==> src/rtl/usi_master_if.sv <==
// ---------------------------------------------------------------------------
// usi_master_if
// Bundles the command/response handshake and the USI bus signals that
// usi_master drives and observes.
//   master modport : view used by usi_master itself
//   slave  modport : view used by whatever drives commands and the bus slaves
// Command side : iCmdValid/oCmdReady handshake, iCmdWrite, iCmdAdrs, iCmdWd
// Response side: oRspValid pulse, oRspRd, oRspTimeout, oBusy
// Bus side     : oMUsiAdrs, oMUsiWd, oMUsiWCke out; iMUsiRd, iMUsiREd in
// ---------------------------------------------------------------------------
interface usi_master_if #(
  parameter int pBusAdrsBit = 32
);
  logic                   iCmdValid;
  logic                   oCmdReady;
  logic                   iCmdWrite;
  logic [pBusAdrsBit-1:0] iCmdAdrs;
  logic [31:0]            iCmdWd;
  logic                   oRspValid;
  logic [31:0]            oRspRd;
  logic                   oRspTimeout;
  logic [31:0]            oMUsiWd;
  logic [pBusAdrsBit-1:0] oMUsiAdrs;
  logic                   oMUsiWCke;
  logic [31:0]            iMUsiRd;
  logic                   iMUsiREd;
  logic                   oBusy;

  modport master (
    input  iCmdValid, iCmdWrite, iCmdAdrs, iCmdWd, iMUsiRd, iMUsiREd,
    output oCmdReady, oRspValid, oRspRd, oRspTimeout,
           oMUsiWd, oMUsiAdrs, oMUsiWCke, oBusy
  );

  modport slave (
    output iCmdValid, iCmdWrite, iCmdAdrs, iCmdWd, iMUsiRd, iMUsiREd,
    input  oCmdReady, oRspValid, oRspRd, oRspTimeout,
           oMUsiWd, oMUsiAdrs, oMUsiWCke, oBusy
  );
endinterface

==> src/rtl/usi_master.sv <==
// ---------------------------------------------------------------------------
// usi_master
// Single-outstanding USI bus master. Accepts one command at a time, performs
// a one-cycle write strobe or an address/wait read with a bounded timeout,
// and reports completion with a one-cycle response pulse.
// Ports:
//   iSysClk : system clock, rising edge
//   iSysRst : synchronous active-high reset
//   ifc     : usi_master_if.master (command, response and bus signals)
// Parameters:
//   pBusAdrsBit : bus address width
//   pTimeout    : RD_WAIT cycles allowed before a read aborts (1..255)
// ---------------------------------------------------------------------------
module usi_master #(
  parameter int pBusAdrsBit = 32,
  parameter int pTimeout    = 16
) (
  input  logic           iSysClk,
  input  logic           iSysRst,
  usi_master_if.master   ifc
);

  localparam logic [2:0] IDLE    = 3'd0;
  localparam logic [2:0] WR      = 3'd1;
  localparam logic [2:0] RD_ADRS = 3'd2;
  localparam logic [2:0] RD_WAIT = 3'd3;
  localparam logic [2:0] RESP    = 3'd4;

  localparam logic [7:0] TIMEOUT_CNT = 8'(pTimeout);

  logic [2:0]             r_state;
  logic [pBusAdrsBit-1:0] r_adrs;
  logic [31:0]            r_wd;
  logic [31:0]            r_rsp_rd;
  logic                   r_rsp_to;
  logic [7:0]             r_cnt;

  // Outputs are forced to their idle values for as long as reset is held,
  // not only after the first reset edge.
  logic w_run;
  logic w_wcke;

  assign w_run  = ~iSysRst;
  assign w_wcke = w_run && (r_state == WR);

  assign ifc.oCmdReady   = w_run && (r_state == IDLE);
  assign ifc.oBusy       = w_run && (r_state != IDLE);
  assign ifc.oRspValid   = w_run && (r_state == RESP);
  assign ifc.oRspRd      = w_run ? r_rsp_rd : 32'd0;
  assign ifc.oRspTimeout = w_run && r_rsp_to;
  assign ifc.oMUsiWCke   = w_wcke;
  assign ifc.oMUsiWd     = w_wcke ? r_wd : 32'd0;
  assign ifc.oMUsiAdrs   = w_run ? r_adrs : '0;

  always_ff @(posedge iSysClk) begin
    if (iSysRst) begin
      r_state  <= IDLE;
      r_adrs   <= '0;
      r_wd     <= '0;
      r_rsp_rd <= '0;
      r_rsp_to <= 1'b0;
      r_cnt    <= '0;
    end else begin
      case (r_state)
        IDLE: begin
          if (ifc.iCmdValid) begin
            r_adrs  <= ifc.iCmdAdrs;
            r_wd    <= ifc.iCmdWd;
            r_state <= ifc.iCmdWrite ? WR : RD_ADRS;
          end
        end
        WR: begin
          r_rsp_rd <= '0;
          r_rsp_to <= 1'b0;
          r_state  <= RESP;
        end
        // REd is not trusted here: a registered slave may still be answering
        // the previous address. r_cnt counts RD_WAIT cycles starting at 1.
        RD_ADRS: begin
          r_cnt   <= 8'd1;
          r_state <= RD_WAIT;
        end
        // REd is checked before the count so a reply on the last allowed
        // cycle still succeeds.
        RD_WAIT: begin
          if (ifc.iMUsiREd) begin
            r_rsp_rd <= ifc.iMUsiRd;
            r_rsp_to <= 1'b0;
            r_state  <= RESP;
          end else if (r_cnt >= TIMEOUT_CNT) begin
            r_rsp_rd <= '0;
            r_rsp_to <= 1'b1;
            r_state  <= RESP;
          end else begin
            r_cnt <= r_cnt + 8'd1;
          end
        end
        RESP: begin
          r_state <= IDLE;
        end
        default: begin
          r_state <= IDLE;
        end
      endcase
    end
  end

endmodule
==> src/flat_wrapper.sv <==
// flat-port wrapper written by rule: the top's interface ports become plain ports
module usi_master_flat 
#(
  parameter int pBusAdrsBit = 32,
  parameter int pTimeout    = 16
)
  (iSysClk, iSysRst, ifc_iCmdValid, ifc_iCmdWrite, ifc_iCmdAdrs, ifc_iCmdWd, ifc_iMUsiRd, ifc_iMUsiREd, ifc_oCmdReady, ifc_oRspValid, ifc_oRspRd, ifc_oRspTimeout, ifc_oMUsiWd, ifc_oMUsiAdrs, ifc_oMUsiWCke, ifc_oBusy);
  usi_master_if #(.pBusAdrsBit(pBusAdrsBit)) ifc_i ();
  input  logic iSysClk;
  input  logic iSysRst;
  input wire logic [$bits(ifc_i.iCmdValid)-1:0] ifc_iCmdValid;
  input wire logic [$bits(ifc_i.iCmdWrite)-1:0] ifc_iCmdWrite;
  input wire logic [$bits(ifc_i.iCmdAdrs)-1:0] ifc_iCmdAdrs;
  input wire logic [$bits(ifc_i.iCmdWd)-1:0] ifc_iCmdWd;
  input wire logic [$bits(ifc_i.iMUsiRd)-1:0] ifc_iMUsiRd;
  input wire logic [$bits(ifc_i.iMUsiREd)-1:0] ifc_iMUsiREd;
  output wire logic [$bits(ifc_i.oCmdReady)-1:0] ifc_oCmdReady;
  output wire logic [$bits(ifc_i.oRspValid)-1:0] ifc_oRspValid;
  output wire logic [$bits(ifc_i.oRspRd)-1:0] ifc_oRspRd;
  output wire logic [$bits(ifc_i.oRspTimeout)-1:0] ifc_oRspTimeout;
  output wire logic [$bits(ifc_i.oMUsiWd)-1:0] ifc_oMUsiWd;
  output wire logic [$bits(ifc_i.oMUsiAdrs)-1:0] ifc_oMUsiAdrs;
  output wire logic [$bits(ifc_i.oMUsiWCke)-1:0] ifc_oMUsiWCke;
  output wire logic [$bits(ifc_i.oBusy)-1:0] ifc_oBusy;
  assign ifc_i.iCmdValid = ifc_iCmdValid;
  assign ifc_i.iCmdWrite = ifc_iCmdWrite;
  assign ifc_i.iCmdAdrs = ifc_iCmdAdrs;
  assign ifc_i.iCmdWd = ifc_iCmdWd;
  assign ifc_i.iMUsiRd = ifc_iMUsiRd;
  assign ifc_i.iMUsiREd = ifc_iMUsiREd;
  assign ifc_oCmdReady = ifc_i.oCmdReady;
  assign ifc_oRspValid = ifc_i.oRspValid;
  assign ifc_oRspRd = ifc_i.oRspRd;
  assign ifc_oRspTimeout = ifc_i.oRspTimeout;
  assign ifc_oMUsiWd = ifc_i.oMUsiWd;
  assign ifc_oMUsiAdrs = ifc_i.oMUsiAdrs;
  assign ifc_oMUsiWCke = ifc_i.oMUsiWCke;
  assign ifc_oBusy = ifc_i.oBusy;
  usi_master #(.pBusAdrsBit(pBusAdrsBit), .pTimeout(pTimeout)) u_core (.iSysClk(iSysClk), .iSysRst(iSysRst), .ifc(ifc_i));
endmodule
==> config.mk <==
export PLATFORM = sky130hd
export DESIGN_NAME = usi_master_flat
export DESIGN_NICKNAME = d
export VERILOG_FILES = /design/src/rtl/usi_master_if.sv /design/src/rtl/usi_master.sv /design/src/flat_wrapper.sv
export SDC_FILE = /design/constraint.sdc
export NUM_CORES = 1
export LEC_CHECK = 0
export CELL_PAD_IN_SITES_DETAIL_PLACEMENT = 0
export CELL_PAD_IN_SITES_GLOBAL_PLACEMENT = 1
export CORE_MARGIN = 5
export CORE_UTILIZATION = 31
export DETAILED_ROUTE_END_ITERATION = 12
export PLACE_DENSITY = 0.87
export SLEW_MARGIN = 10
export SYNTH_ARGS = -nofsm -noshare
export SYNTH_HDL_FRONTEND = slang
export SYNTH_SLANG_ARGS = --single-unit
==> constraint.sdc <==
create_clock -name iSysClk -period 4.6 [get_ports iSysClk]
set_clock_uncertainty 0.05 [all_clocks]
set_input_delay 0.46 -clock iSysClk [delete_from_list [all_inputs] [get_ports iSysClk]]
set_output_delay 0.46 -clock iSysClk [all_outputs]
set_load 0.005 [all_outputs]
==> metrics.md <==
| Metric | Value |
|---|---|
| Status | `completed` |
| Synth Area per Inst | `7.60 µm²` |
| Gpl congestion | `0.801` |
| CTS buffer count | `9` |
| Clock Tree Root | `clkbuf_16` |
| Critical Path Fanout Max | `33` |
| Die height | `around 130 µm` |
| Slew Limit Fails | `0` |
| DR WL met2 | `about 5700 µm` |
| Worst VDD drop | `193 µV` |
| Number of distinct library cells after synthesis | `29` |
| Crit path buf inv count | `2` |
| Clock sink count | `between 100 and 150` |
| Final setup margin | `~2 ns` |
| Hold crit path type | `reg2reg` |
| Total GRT Usage | `15.0%` |
| EDFF count, synth | `0` |
| Top routing layer used | `met4` |
| Pleak | `approximately 2.7 nW` |
| Initial antenna violation count | `0` |
| Slowest cell on crit path | `clkdlybuf4s50_1` |
| Core ar. | `about 0.014 mm²` |
| Die Area | `around 0.017 mm²` |
| Via-per-instance ratio | `around 4.6` |
| Post-cts repair resize count | `0` |
| Synth Net Count | `around 700` |
| Hold Buf Count CTS | `0` |
| Crit. End Element | `output pin` |
| Relative slew slack | `19.4%` |
| Largest net degree at the start of global routing | `65` |
| Final Setup Violations | `0` |
| Asr flop ratio synth | `0%` |
| Residual DRC | `0` |
| Post-route ant nets | `0` |
| Vias in the first global route | `about 4300` |
| Share of cells above drive strength 1 | `3.89%` |
| Grt ovf | `0` |
| Mapped Area | `0.00452 mm²` |
| Met1 WL | `~6000 µm` |
| Final hold vios | `0` |
| Setup TNS | `0 ns` |
| CP delay by family, top | `buffers and inverters` |
| Placed wire-length estimate | `between 9000 and 10000 µm` |
| TritonCTS clock tree | `yes` |
| RSZ-0062 raised after global routing | `no` |
| WP data arrival | `between 2 and 2.5 ns` |
| FMAX | `between 300 and 400 MHz` |
| CTS HTree Levels | `3` |
| Max cap viols | `0` |
| Initial DRC count | `around 240` |
| YS warnings | `0` |
| Clock Path Buffers | `2` |
| TritonRoute pass-1 iters | `4` |
| CP Class | `reg2out` |
| Top_reg_cell synth | `dfxtp_1` |
| # Post-CTS Setup Buffers | `0` |
| Cell Pwr Density | `between 300 and 400 mW/mm²` |
| Most frequent cells in the layout | `clkdlybuf4s50_1 (200), nand2_1 (196), dfxtp_1 (108)` |
| Worst Path Required | `between 4 and 5 ns` |
| Pre-CTS WS | `~2 ns` |
| Worst-Skew Late Latency | `between 0.3 and 0.4 ns` |
| I/O pins | `around 200` |
| Synth Instances | `approximately 600` |
| Inserted Diodes | `0` |
| Leading cell type in the layout, fill and taps excluded | `clkdlybuf4s50_1` |
| Row cnt | `44` |
| FF+latch count, synth | `108` |
| Total power | `0.00219 W` |
| P&R area growth vs syn | `53.6%` |
| Worst Tran Pin Value | `roughly 1.2 ns` |
| Initial Utilization | `a little under a third` |
| Register area share after synthesis | `between 40% and 50%` |
| Worst setup SP type | `flip-flop` |
| Vias | `around 4400` |
| WL final | `13200 µm` |
| First-pass GRT wire length | `a little over 20000 µm` |
| Area of the multi-input gates | `around 0.0022 mm²` |
| Tcrit/Tclk final | `between 50% and 60%` |
| Register area | `~0.0022 mm²` |
| Fin nets | `870` |
| I/O Buffers | `201` |
| Delay of the slowest critical-path stage | `roughly 0.51 ns` |
| Worst-path cell chain | `nand2b_1, nor3_2, buf_4, and2_1, clkdlybuf4s50_1` |
| Routed len/inst | `13.8 µm` |
| Clock slew at reported path FFs | `0.07 ns` |
| Met3 WL | `between 1000 and 1500 µm` |
| Die W | `approximately 130 µm` |
| Fillcell total | `1382` |
| Minimum clock period | `2.60 ns` |
==> logic make-up (layout without fill, tap and decap cells) <==
logic type               Yosys count  count (layout)  synth area share (%)
AO/OA/AOI/OAI                    114             114                  13.3
flip-flops                       108             108                  47.8
AND/OR/NAND/NOR                  323             323                  33.9
buffers and inverters             48             224                  4.35
adder cells (fa/ha/maj)            2               2                 0.553
==> per-stage QoR <==
step / utilization [%] / hold WS (ns) / std cells / area [µm²]
floorplan: - / 0.382 / 595 / 4520
detailed placement: 45.9 / 0.394 / 940 / 6620
finish: 48.1 / 0.402 / 955 / 6940
global route: 48.1 / 0.420 / 955 / 6940
global placement: 45.9 / 0.387 / 940 / 6620
CTS: 48.1 / 0.404 / 955 / 6940
==> sequential cells by signal (all words and copies together), names as in the netlist <==
signal,cells
u_core.r_cnt,8
u_core.r_adrs,32
u_core.r_state,3
u_core.r_wd,32
u_core.r_rsp_rd,32
u_core.r_rsp_to,1
==> synth_stat cells (2+ instances only) <==
library cell  number  area, µm²
nor3_1             3       15.0
nor2_1             6       22.5
inv_1              4       15.0
buf_2             13       65.1
nor2b_1           66        413
a2111oi_2          2       30.0
nor3b_1            3       22.5
nand2b_1           2       12.5
or3_1              3       18.8
nor3_2             2       20.0
clkbuf_1          31        116
and2_1            33        206
nand2_1          197        739
dfxtp_1          108       2160
a21oi_1           73        365
ha_1               2       25.0
o21ai_0           33        165
o21ai_1            2       10.0
nor4_1             2       12.5
==> metal layers <==
| layer | up-vias | track usage, % |
|---|---|---|
| li1 | 2243 | - |
| met3 | 16 | 5.00 |
| met4 | 0 | 5.26 |
| met1 | 1971 | 19.3 |
| met5 | - | 0 |
| met2 | 158 | 23.5 |
==> path summary, 6_finish.rpt <==
path	endpoint	cells after the start	from	slack [ns]
worst min-delay path	u_core.r_adrs[14]$_SDFFE_PP0P_	2	u_core.r_adrs[14]$_SDFFE_PP0P_	0.40
worst max-delay path	ifc_oMUsiWd[23]	5	u_core.r_state[0]$_SDFFE_PP0P_	2.00
worst max register to register	u_core.r_adrs[29]$_SDFFE_PP0P_	4	u_core.r_state[2]$_SDFFE_PP0P_	2.28
worst min register to register	u_core.r_adrs[14]$_SDFFE_PP0P_	2	u_core.r_adrs[14]$_SDFFE_PP0P_	0.40
==> power breakdown <==
part,switching (W),internal [W]
sequential,0.0000293,0.000988
combinational,0.000161,0.000168
clock,0.000337,0.000503
total,0.000527,0.00166
==> worst reg2reg max path: stages, from the launching register on <==
cell	delay, ns
dfxtp_1	0.40
nor3_1	0.43
and2_2	1.02
nand2_1	0.19
a21oi_1	0.17
==> cell type report <==
| cell class | instances | area share [%] |
|---|---|---|
| Clock inverter | 4 | 1.05 |
| Inverter | 4 | 0.216 |
| Multi-Input combinational cell | 439 | 31.3 |
| Clock buffer | 11 | 3.64 |
| Timing Repair Buffer | 205 | 29.4 |
| Sequential cell | 108 | 31.1 |
| Tap cell | 184 | 3.32 |
Note: power is estimated with default switching activity, not from simulation.
